--- config.mk ---
export PLATFORM = sky130hd
export DESIGN_NAME = down_count_monitor
export DESIGN_NICKNAME = d
export VERILOG_FILES = /design/src/rtl/down_count_monitor_pkg.sv /design/src/rtl/down_count_monitor_fifo.sv /design/src/rtl/down_count_monitor.sv
export SDC_FILE = /design/constraint.sdc
export NUM_CORES = 1
export LEC_CHECK = 0
export CELL_PAD_IN_SITES_DETAIL_PLACEMENT = 1
export CELL_PAD_IN_SITES_GLOBAL_PLACEMENT = 2
export CORE_UTILIZATION = 30
export DETAILED_ROUTE_END_ITERATION = 8
export PLACE_DENSITY = 0.75
export SLEW_MARGIN = 20
export SYNTH_ARGS = -nofsm -noshare
export SYNTH_HDL_FRONTEND = slang
export SYNTH_SLANG_ARGS = --single-unit
--- constraint.sdc ---
create_clock -name clk_i -period 3.1 [get_ports clk_i]
set_input_delay 0.93 -clock clk_i [delete_from_list [all_inputs] [get_ports clk_i]]
set_output_delay 0.93 -clock clk_i [all_outputs]
set_load 0.02 [all_outputs]
--- src/rtl/down_count_monitor_pkg.sv ---
// Shared types for the mod-8 down-counter monitor: FSM states and event codes.
package down_count_monitor_pkg;

  typedef enum logic [1:0] {
    IDLE  = 2'd0,
    ARM   = 2'd1,
    TRACK = 2'd2,
    ERROR = 2'd3
  } mon_state_t;

  typedef enum logic [1:0] {
    EVT_WRAP    = 2'b01,
    EVT_ILLEGAL = 2'b10
  } evt_type_t;

endpackage

--- src/rtl/down_count_monitor_fifo.sv ---
// Two-entry event FIFO; head register drives the outputs, reads as zero when empty.
module down_count_monitor_fifo #(
  parameter int DW = 5
) (
  input  logic          clk_i,
  input  logic          rst_ni,
  input  logic          flush_i,
  input  logic          push_i,
  input  logic [DW-1:0] push_data_i,
  input  logic          pop_i,
  output logic [DW-1:0] head_o,
  output logic          full_o,
  output logic          empty_o
);

  logic [DW-1:0] d0_q, d0_d, d1_q, d1_d;
  logic [1:0]    cnt_q, cnt_d, cnt_mid;
  logic          pop_eff, push_ok;

  assign empty_o = (cnt_q == 2'd0);
  assign full_o  = (cnt_q == 2'd2);
  assign head_o  = empty_o ? '0 : d0_q;

  always_comb begin
    d0_d    = d0_q;
    d1_d    = d1_q;
    pop_eff = pop_i && !empty_o;
    // A pop frees a slot before the push lands, so push into a full FIFO is legal with a pop.
    push_ok = push_i && (!full_o || pop_eff);
    cnt_mid = cnt_q - {1'b0, pop_eff};
    cnt_d   = cnt_mid + {1'b0, push_ok};
    if (pop_eff) begin
      d0_d = d1_q;
      d1_d = '0;
    end
    if (push_ok) begin
      if (cnt_mid == 2'd0) d0_d = push_data_i;
      else                 d1_d = push_data_i;
    end
    if (flush_i) begin
      cnt_d = 2'd0;
      d0_d  = '0;
      d1_d  = '0;
    end
  end

  always_ff @(posedge clk_i or negedge rst_ni) begin
    if (!rst_ni) begin
      cnt_q <= 2'd0;
      d0_q  <= '0;
      d1_q  <= '0;
    end else begin
      cnt_q <= cnt_d;
      d0_q  <= d0_d;
      d1_q  <= d1_d;
    end
  end

endmodule

--- src/rtl/down_count_monitor.sv ---
// Monitors a mod-2**WIDTH down counter: classifies steps, counts wraps, queues WRAP/ILLEGAL events.
module down_count_monitor
  import down_count_monitor_pkg::*;
#(
  parameter int WIDTH      = 3,
  parameter int WRAP_CNT_W = 8
) (
  input  logic                  clk_i,
  input  logic                  rst_ni,
  input  logic                  enable_i,
  input  logic                  clear_i,
  input  logic [WIDTH-1:0]      count_i,
  output logic                  evt_valid_o,
  input  logic                  evt_ready_i,
  output logic [1:0]            evt_type_o,
  output logic [WIDTH-1:0]      evt_count_o,
  output logic [WRAP_CNT_W-1:0] wrap_cnt_o,
  output logic                  err_sticky_o,
  output logic                  ovf_sticky_o
);

  localparam logic [WIDTH-1:0] MAX = '1;

  mon_state_t            state_q, state_d;
  logic [WIDTH-1:0]      prev_q, prev_d;
  logic [WRAP_CNT_W-1:0] wrap_q, wrap_d;
  logic                  err_q, err_d, ovf_q, ovf_d;
  logic                  push, pop, full, empty;
  evt_type_t             push_type;
  logic [WIDTH+1:0]      head;

  assign pop          = evt_ready_i && !empty;
  assign evt_valid_o  = !empty;
  assign evt_type_o   = head[WIDTH+1:WIDTH];
  assign evt_count_o  = head[WIDTH-1:0];
  assign wrap_cnt_o   = wrap_q;
  assign err_sticky_o = err_q;
  assign ovf_sticky_o = ovf_q;

  always_comb begin
    state_d   = state_q;
    prev_d    = prev_q;
    wrap_d    = wrap_q;
    err_d     = err_q;
    ovf_d     = ovf_q;
    push      = 1'b0;
    push_type = EVT_WRAP;
    if (clear_i) begin
      // clear overrides anything classified this cycle
      wrap_d  = '0;
      err_d   = 1'b0;
      ovf_d   = 1'b0;
      state_d = enable_i ? ARM : IDLE;
    end else if (!enable_i) begin
      state_d = IDLE;
    end else begin
      unique case (state_q)
        IDLE: state_d = ARM;
        ARM: begin
          prev_d  = count_i;
          state_d = TRACK;
        end
        TRACK: begin
          if (count_i == prev_q) begin
            prev_d = prev_q;
          end else if (prev_q != '0 && count_i == prev_q - WIDTH'(1)) begin
            prev_d = count_i;
          end else if (prev_q == '0 && count_i == MAX) begin
            if (wrap_q != '1) wrap_d = wrap_q + WRAP_CNT_W'(1);
            push   = 1'b1;
            prev_d = count_i;
          end else begin
            push      = 1'b1;
            push_type = EVT_ILLEGAL;
            err_d     = 1'b1;
            state_d   = ERROR;
          end
        end
        ERROR:   state_d = ERROR;
        default: state_d = IDLE;
      endcase
      if (push && full && !pop) ovf_d = 1'b1;
    end
  end

  always_ff @(posedge clk_i or negedge rst_ni) begin
    if (!rst_ni) begin
      state_q <= IDLE;
      prev_q  <= '0;
      wrap_q  <= '0;
      err_q   <= 1'b0;
      ovf_q   <= 1'b0;
    end else begin
      state_q <= state_d;
      prev_q  <= prev_d;
      wrap_q  <= wrap_d;
      err_q   <= err_d;
      ovf_q   <= ovf_d;
    end
  end

  down_count_monitor_fifo #(.DW(WIDTH + 2)) u_fifo (
    .clk_i       (clk_i),
    .rst_ni      (rst_ni),
    .flush_i     (clear_i),
    .push_i      (push),
    .push_data_i ({push_type, count_i}),
    .pop_i       (pop),
    .head_o      (head),
    .full_o      (full),
    .empty_o     (empty)
  );

endmodule
Word-level counts from Yosys, hierarchy flattened:

Cells that the tools add are included.
W data, S select, Z words.

* bits in registers: 27
* input port bits: 8
* word-level logic and storage cells: 105
* output and inout bits: 16

* add/sub/neg operators: 4
* equality and inequality tests: 16
* bitwise operators: 1
* mux-type cells: 49
* reduce and logical (&&, ||, !) cells: 27

Operator list (number)
* $mux W8: 7
* $mux W5: 9
* $mux W2: 11
* $mux W1: 17
* $ne A4 B4 Y1 const B: 3
* $reduce_bool A2 Y1: 6
* $reduce_and A5 Y1: 2
* $mux W3: 3
* $add A8 B1 Y8 const B: 1
* $ne A2 B2 Y1 const B: 4
* $ne A8 B8 Y1 const B: 1
* $pmux W2 S4: 1
* $logic_and A1 B1 Y1: 7
* $eq A2 B2 Y1 const B: 3
* $eq A3 B3 Y1: 2
* $logic_not A2 Y1: 3
* $pmux W3 S2: 1
* $reduce_and A6 Y1: 1
* $eq A3 B3 Y1 const B: 1
* $logic_not A1 Y1: 3
* $logic_not A3 Y1: 1
* $ne A3 B3 Y1 const B: 1
* $reduce_and A3 Y1: 1
* $reduce_bool A3 Y1: 1
* 7 further kinds: 7

Logic depth before layout (Yosys ltp):

* depth after elaboration: 13
* depth in mapped cells: 9

By module:

Synthesis repeated with hierarchy kept, for this count alone.

* cell total of the unflattened synthesis: 157
* area total of the unflattened synthesis: 1552.7 sq um

Modules (own cells, without submodules)
* down_count_monitor: times used 1, area each 877.1 sq um, cells an instance 86
* down_count_monitor_fifo: times used 1, area each 675.6 sq um, cells an instance 71

Worst setup path after synthesis:

No wires, ideal clock.

* path kind: input -> register
* from: input port evt_ready_i
* to: register u_fifo.d1_q[3]
* path buffers: 1
* data arrival time: 2.730 ns
* library setup time: 0.136 ns
* stages: 9
* path slack: 0.234 ns
* cell sequence: o21ai_0 -> clkbuf_1 -> inv_1 -> ha_1 -> xnor2_1 -> and2_1 -> nor4_2 -> nand3b_1 -> a21oi_1

* longest elaborated chain between the ends: 7

RTL lines
* from (decl): RTL line down_count_monitor.sv:14 `input logic evt_ready_i,`
* $logic_and A1 B1 Y1 *: RTL line down_count_monitor.sv:32 `assign pop = evt_ready_i && !empty;`
* $logic_and A1 B1 Y1 *: RTL line down_count_monitor_fifo.sv:27 `pop_eff = pop_i && !empty_o;`
* $sub A2 B1 Y2: RTL line down_count_monitor_fifo.sv:30 `cnt_mid = cnt_q - {1'b0, pop_eff};`
* $logic_not A2 Y1: RTL line down_count_monitor_fifo.sv:37 `if (cnt_mid == 2'd0) d0_d = push_data_i;`
* $mux W5: RTL line down_count_monitor_fifo.sv:37
* $mux W5 *: RTL line down_count_monitor_fifo.sv:36 `if (push_ok) begin`
* $mux W5 *: RTL line down_count_monitor_fifo.sv:40 `if (flush_i) begin`
* named net u_fifo.d1_d[3]: RTL line down_count_monitor_fifo.sv:16 `logic [DW-1:0] d0_q, d0_d, d1_q, d1_d;`
* to (signal assigned): RTL line down_count_monitor_fifo.sv:51 `d1_q <= '0;`
* to (signal assigned): RTL line down_count_monitor_fifo.sv:55 `d1_q <= d1_d;`
* to (decl): RTL line down_count_monitor_fifo.sv:16

The timed path passes the listed nets; every way through them passes the cells marked *.
A chain may end at the register's enable or synchronous reset.

Worst setup path after layout:

* from: input port count_i[0]
* to: register wrap_q[7] (netlist: wrap_cnt_o[7])

* longest elaborated chain between the ends: 4

RTL lines
* from (decl): RTL line down_count_monitor.sv:12 `input logic [WIDTH-1:0] count_i,`
* $eq A3 B3 Y1 (on tied branches): RTL line down_count_monitor.sv:66, down_count_monitor.sv:68
* $logic_and A1 B1 Y1 (on tied branches): RTL line down_count_monitor.sv:66, down_count_monitor.sv:68
* $ne A2 B2 Y1 (no source line) / $reduce_bool A2 Y1 (equally long branches)
* $reduce_and A6 Y1 (no source line) *
* to (signal assigned): RTL line down_count_monitor.sv:96 `wrap_q <= wrap_d;`
* to (decl): RTL line down_count_monitor.sv:26 `logic [WRAP_CNT_W-1:0] wrap_q, wrap_d;`

Every way passes the cells marked *; elsewhere a longest branch is shown, timed or not.

==> metrics <==
outcome=completed; synthesis-to-finish area growth=26.72%; 1st-iter DRT viols=44; clk root buf=clkbuf_8; Worst EP arrival=2960 ps; Post-synth ARST share=100.0%; DP HPWL=2642 µm; RSZ-0062 raised after global routing=false; GRT Total Usage=between 10% and 20%; grt ovf=0; clk slew on worst S/H paths=110 ps; CTS tree=yes; Starting Density=31.69%; Placer Congestion=approximately 0.75; Final Skew=between 5 and 6 ps; maximum fanout along the worst path=8; top-count cell post-synth=dfrtp_1; Register Area=a little under 700 µm²; Crit. End Element=flop; multi-input logic area=787.0 µm²; Die Y-Extent=around 73 µm; Clk Latency, worst-skew pair=~290 ps; Final Max Slew Viols=0; max_cap viols=0; I/O Buffers=23; EDFF count, synth=0; Post-CTS Hold Buffers=0; Yosys reg bits=27; initial antenna violation count=0; H-Tree Level Count=1; wire per inst=~14 µm; Avg Vias per Cell=approximately 4.8; ANT cells=0; final WL=between 3000 and 4000 µm; Final Hold Fails=0; slowest CP cell=clkdlybuf4s50_1; DRC Markers=0; Worst R2R Setup Slack=790 ps; largest net degree at the start of global routing=28; CP Launch Type=input port; Placeable Area=4817 µm²; DIE WIDTH=73.33 µm; Hold Path End=err_sticky_o$_DFFE_PN0P_; # resized after CTS=0; Num CTS Buffers=3; layout cell share with drive strength beyond 1=11.76%; reg2reg start=prev_q[0]$_DFFE_PN0P_; Net Count, Synth=~170; row count=25; Setup Fix Bufs, Post-CTS=0; Post-synth top cells=dfrtp_1 (27), nor2_1 (18), nand2_1 (14); WP data required=3320 ps; Mapped Area=between 1500 and 2000 µm²; Critical R2R Capture=prev_q[0]$_DFFE_PN0P_; first-pass GRT wire length=between 6000 and 7000 µm; Worst Setup Slack, final=between 300 and 400 ps; worst-margin pin slew=~900 ps; sequential area share after synthesis=about 44%; Synth top area share=between 40% and 50%; 1st-pass router iterations=4; # fillers=roughly 560; min Tclk post-route=about 2700 ps; DRT antenna net count=0; Synth Instances=~160; Hold Path Depth=2; yosys warns=0; worst reg2reg path depth=8; Max Clk Rate=~360 MHz; I/O Pins=24; TritonCTS Sinks=27; pre-CTS setup slack=roughly 57 ps; worst vdd ir=0.1546 mV; largest area contributor in the synthesized netlist=dfrtp_1; slowest cell delay on critical path=around 500 ps; clk buf depth=2; Most used DFF post-synth=dfrtp_1; vias in the first global route=between 1000 and 1500; Die Footprint=~5400 µm²; Cell Pwr Density=slightly above 500 nW/µm²; Post-Syn Area per Cell=9.848 µm²; synth top area cells=dfrtp_1 (44%), xnor2_1 (6.9%), nor2_1 (4.4%); CP Cell Sequence=clkdlybuf4s50_1, xnor2_1, a311o_1, buf_4, nor3_2, a21o_1, a21oi_1; Worst Min Path Start=err_sticky_o$_DFFE_PN0P_; DR vias=between 1000 and 1500; Pleak=roughly 0.80 nW; post-route clock period utilization=88.64%; hold crit path type=flop to flop; relative slew slack=39.02%; Netlist cell types=36; count of final setup violators=0; setup tns final=0 ps; kind of critical path=input port to flop; fin nets=201
final cells by class:
type | instances | area share (%)
Multi-Input combinational cell | 113 | 40.69
Sequential cell | 27 | 34.93
Timing Repair Buffer | 32 | 15.39
Tap cell | 67 | 4.334
Clock buffer | 3 | 2.135
Inverter | 11 | 2.135
Clock inverter | 1 | 0.3881
worst max-delay path, delay by kind of cell:
family,cells,cell delay (ps)
buffers and inverters,2,730
AND/OR/NAND/NOR,1,60
XOR/XNOR,1,420
AO/OA/AOI/OAI,3,820
state kept, by name, summed over array words and instances (netlist names):
name,count
wrap_cnt_o,8
u_fifo.d0_q,5
u_fifo.d1_q,5
prev_q,3
state_q,2
u_fifo.cnt_q,2
err_sticky_o,1
ovf_sticky_o,1
logic make-up after synthesis:
| logic type | share of synthesized area [%] |
|---|---|
| xor+xnor | 7.459 |
| simple gates | 24.02 |
| fa+ha+maj | 4.098 |
| compound gates | 11.15 |
| flops | 44.26 |
| buf+inv | 4.180 |
| mux | 4.836 |
how the worst max path moves through the flow:
| stage | startpoint | endpoint | cells after the start |
|---|---|---|---|
| finish | count_i[0] | wrap_cnt_o[7]$_DFFE_PN0P_ | 7 |
| detailed placement | count_i[0] | wrap_cnt_o[7]$_DFFE_PN0P_ | 7 |
| CTS | count_i[0] | wrap_cnt_o[7]$_DFFE_PN0P_ | 7 |
| global placement | count_i[0] | prev_q[0]$_DFFE_PN0P_ | 6 |
| global route | count_i[0] | wrap_cnt_o[7]$_DFFE_PN0P_ | 7 |
| floorplan | evt_ready_i | u_fifo.d1_q[3]$_DFF_PN0_ | 9 |
power breakdown:
part	switching [mW]	internal (mW)	total, mW	leakage [nW]
clock	0.127	0.0917	0.219	0.0217
combinational	0.209	0.165	0.374	0.408
sequential	0.0283	0.379	0.407	0.368
routing by layer:
metal / vias up / wire, µm / track usage, %
met4: 0 / 52 / 5.128
met2: 20 / 1706 / 27.78
li1: 598 / - / -
met5: - / 0 / 0
met3: 5 / 88 / 1.509
met1: 598 / 1789 / 19.76
cells in the final DEF (no fill, tap or decap), types with 2 or more instances in the layout:
| cell type | synthesis | routed |
|---|---|---|
| nor2_1 | 18 | 18 |
| o21ai_0 | 2 | 2 |
| buf_4 | 0 | 9 |
| a21oi_1 | 6 | 6 |
| nand2b_1 | 2 | 2 |
| ha_1 | 5 | 5 |
| dfrtp_1 | 27 | 27 |
| clkdlybuf4s50_1 | 0 | 23 |
| nor2b_1 | 6 | 6 |
| mux2i_1 | 4 | 4 |
| a21o_1 | 2 | 2 |
| nand2_1 | 14 | 14 |
| clkbuf_8 | 0 | 3 |
| and2_1 | 2 | 2 |
| nand3_1 | 5 | 5 |
| xnor2_1 | 12 | 12 |
| inv_1 | 11 | 11 |
| nor4_1 | 2 | 2 |
| a211oi_1 | 2 | 2 |
| nand3b_1 | 4 | 4 |
| mux2_1 | 3 | 3 |
| nor3_1 | 5 | 5 |
| o31ai_1 | 5 | 5 |
stage by stage:
step	power (mW)	cell area (µm²)	util [%]	std cells	hold WS [ps]
after floorplan	0.6709	1526	-	155	460.1
final	1.000	1934	40.16	254	504.7
after CTS	1.012	1934	40.16	254	511.5
after global routing	1.066	1934	40.16	254	554.0
after global placement	0.7824	1886	39.14	250	477.0
after detailed placement	0.7921	1886	39.14	250	488.5
Power figures use the tool's default switching activity.
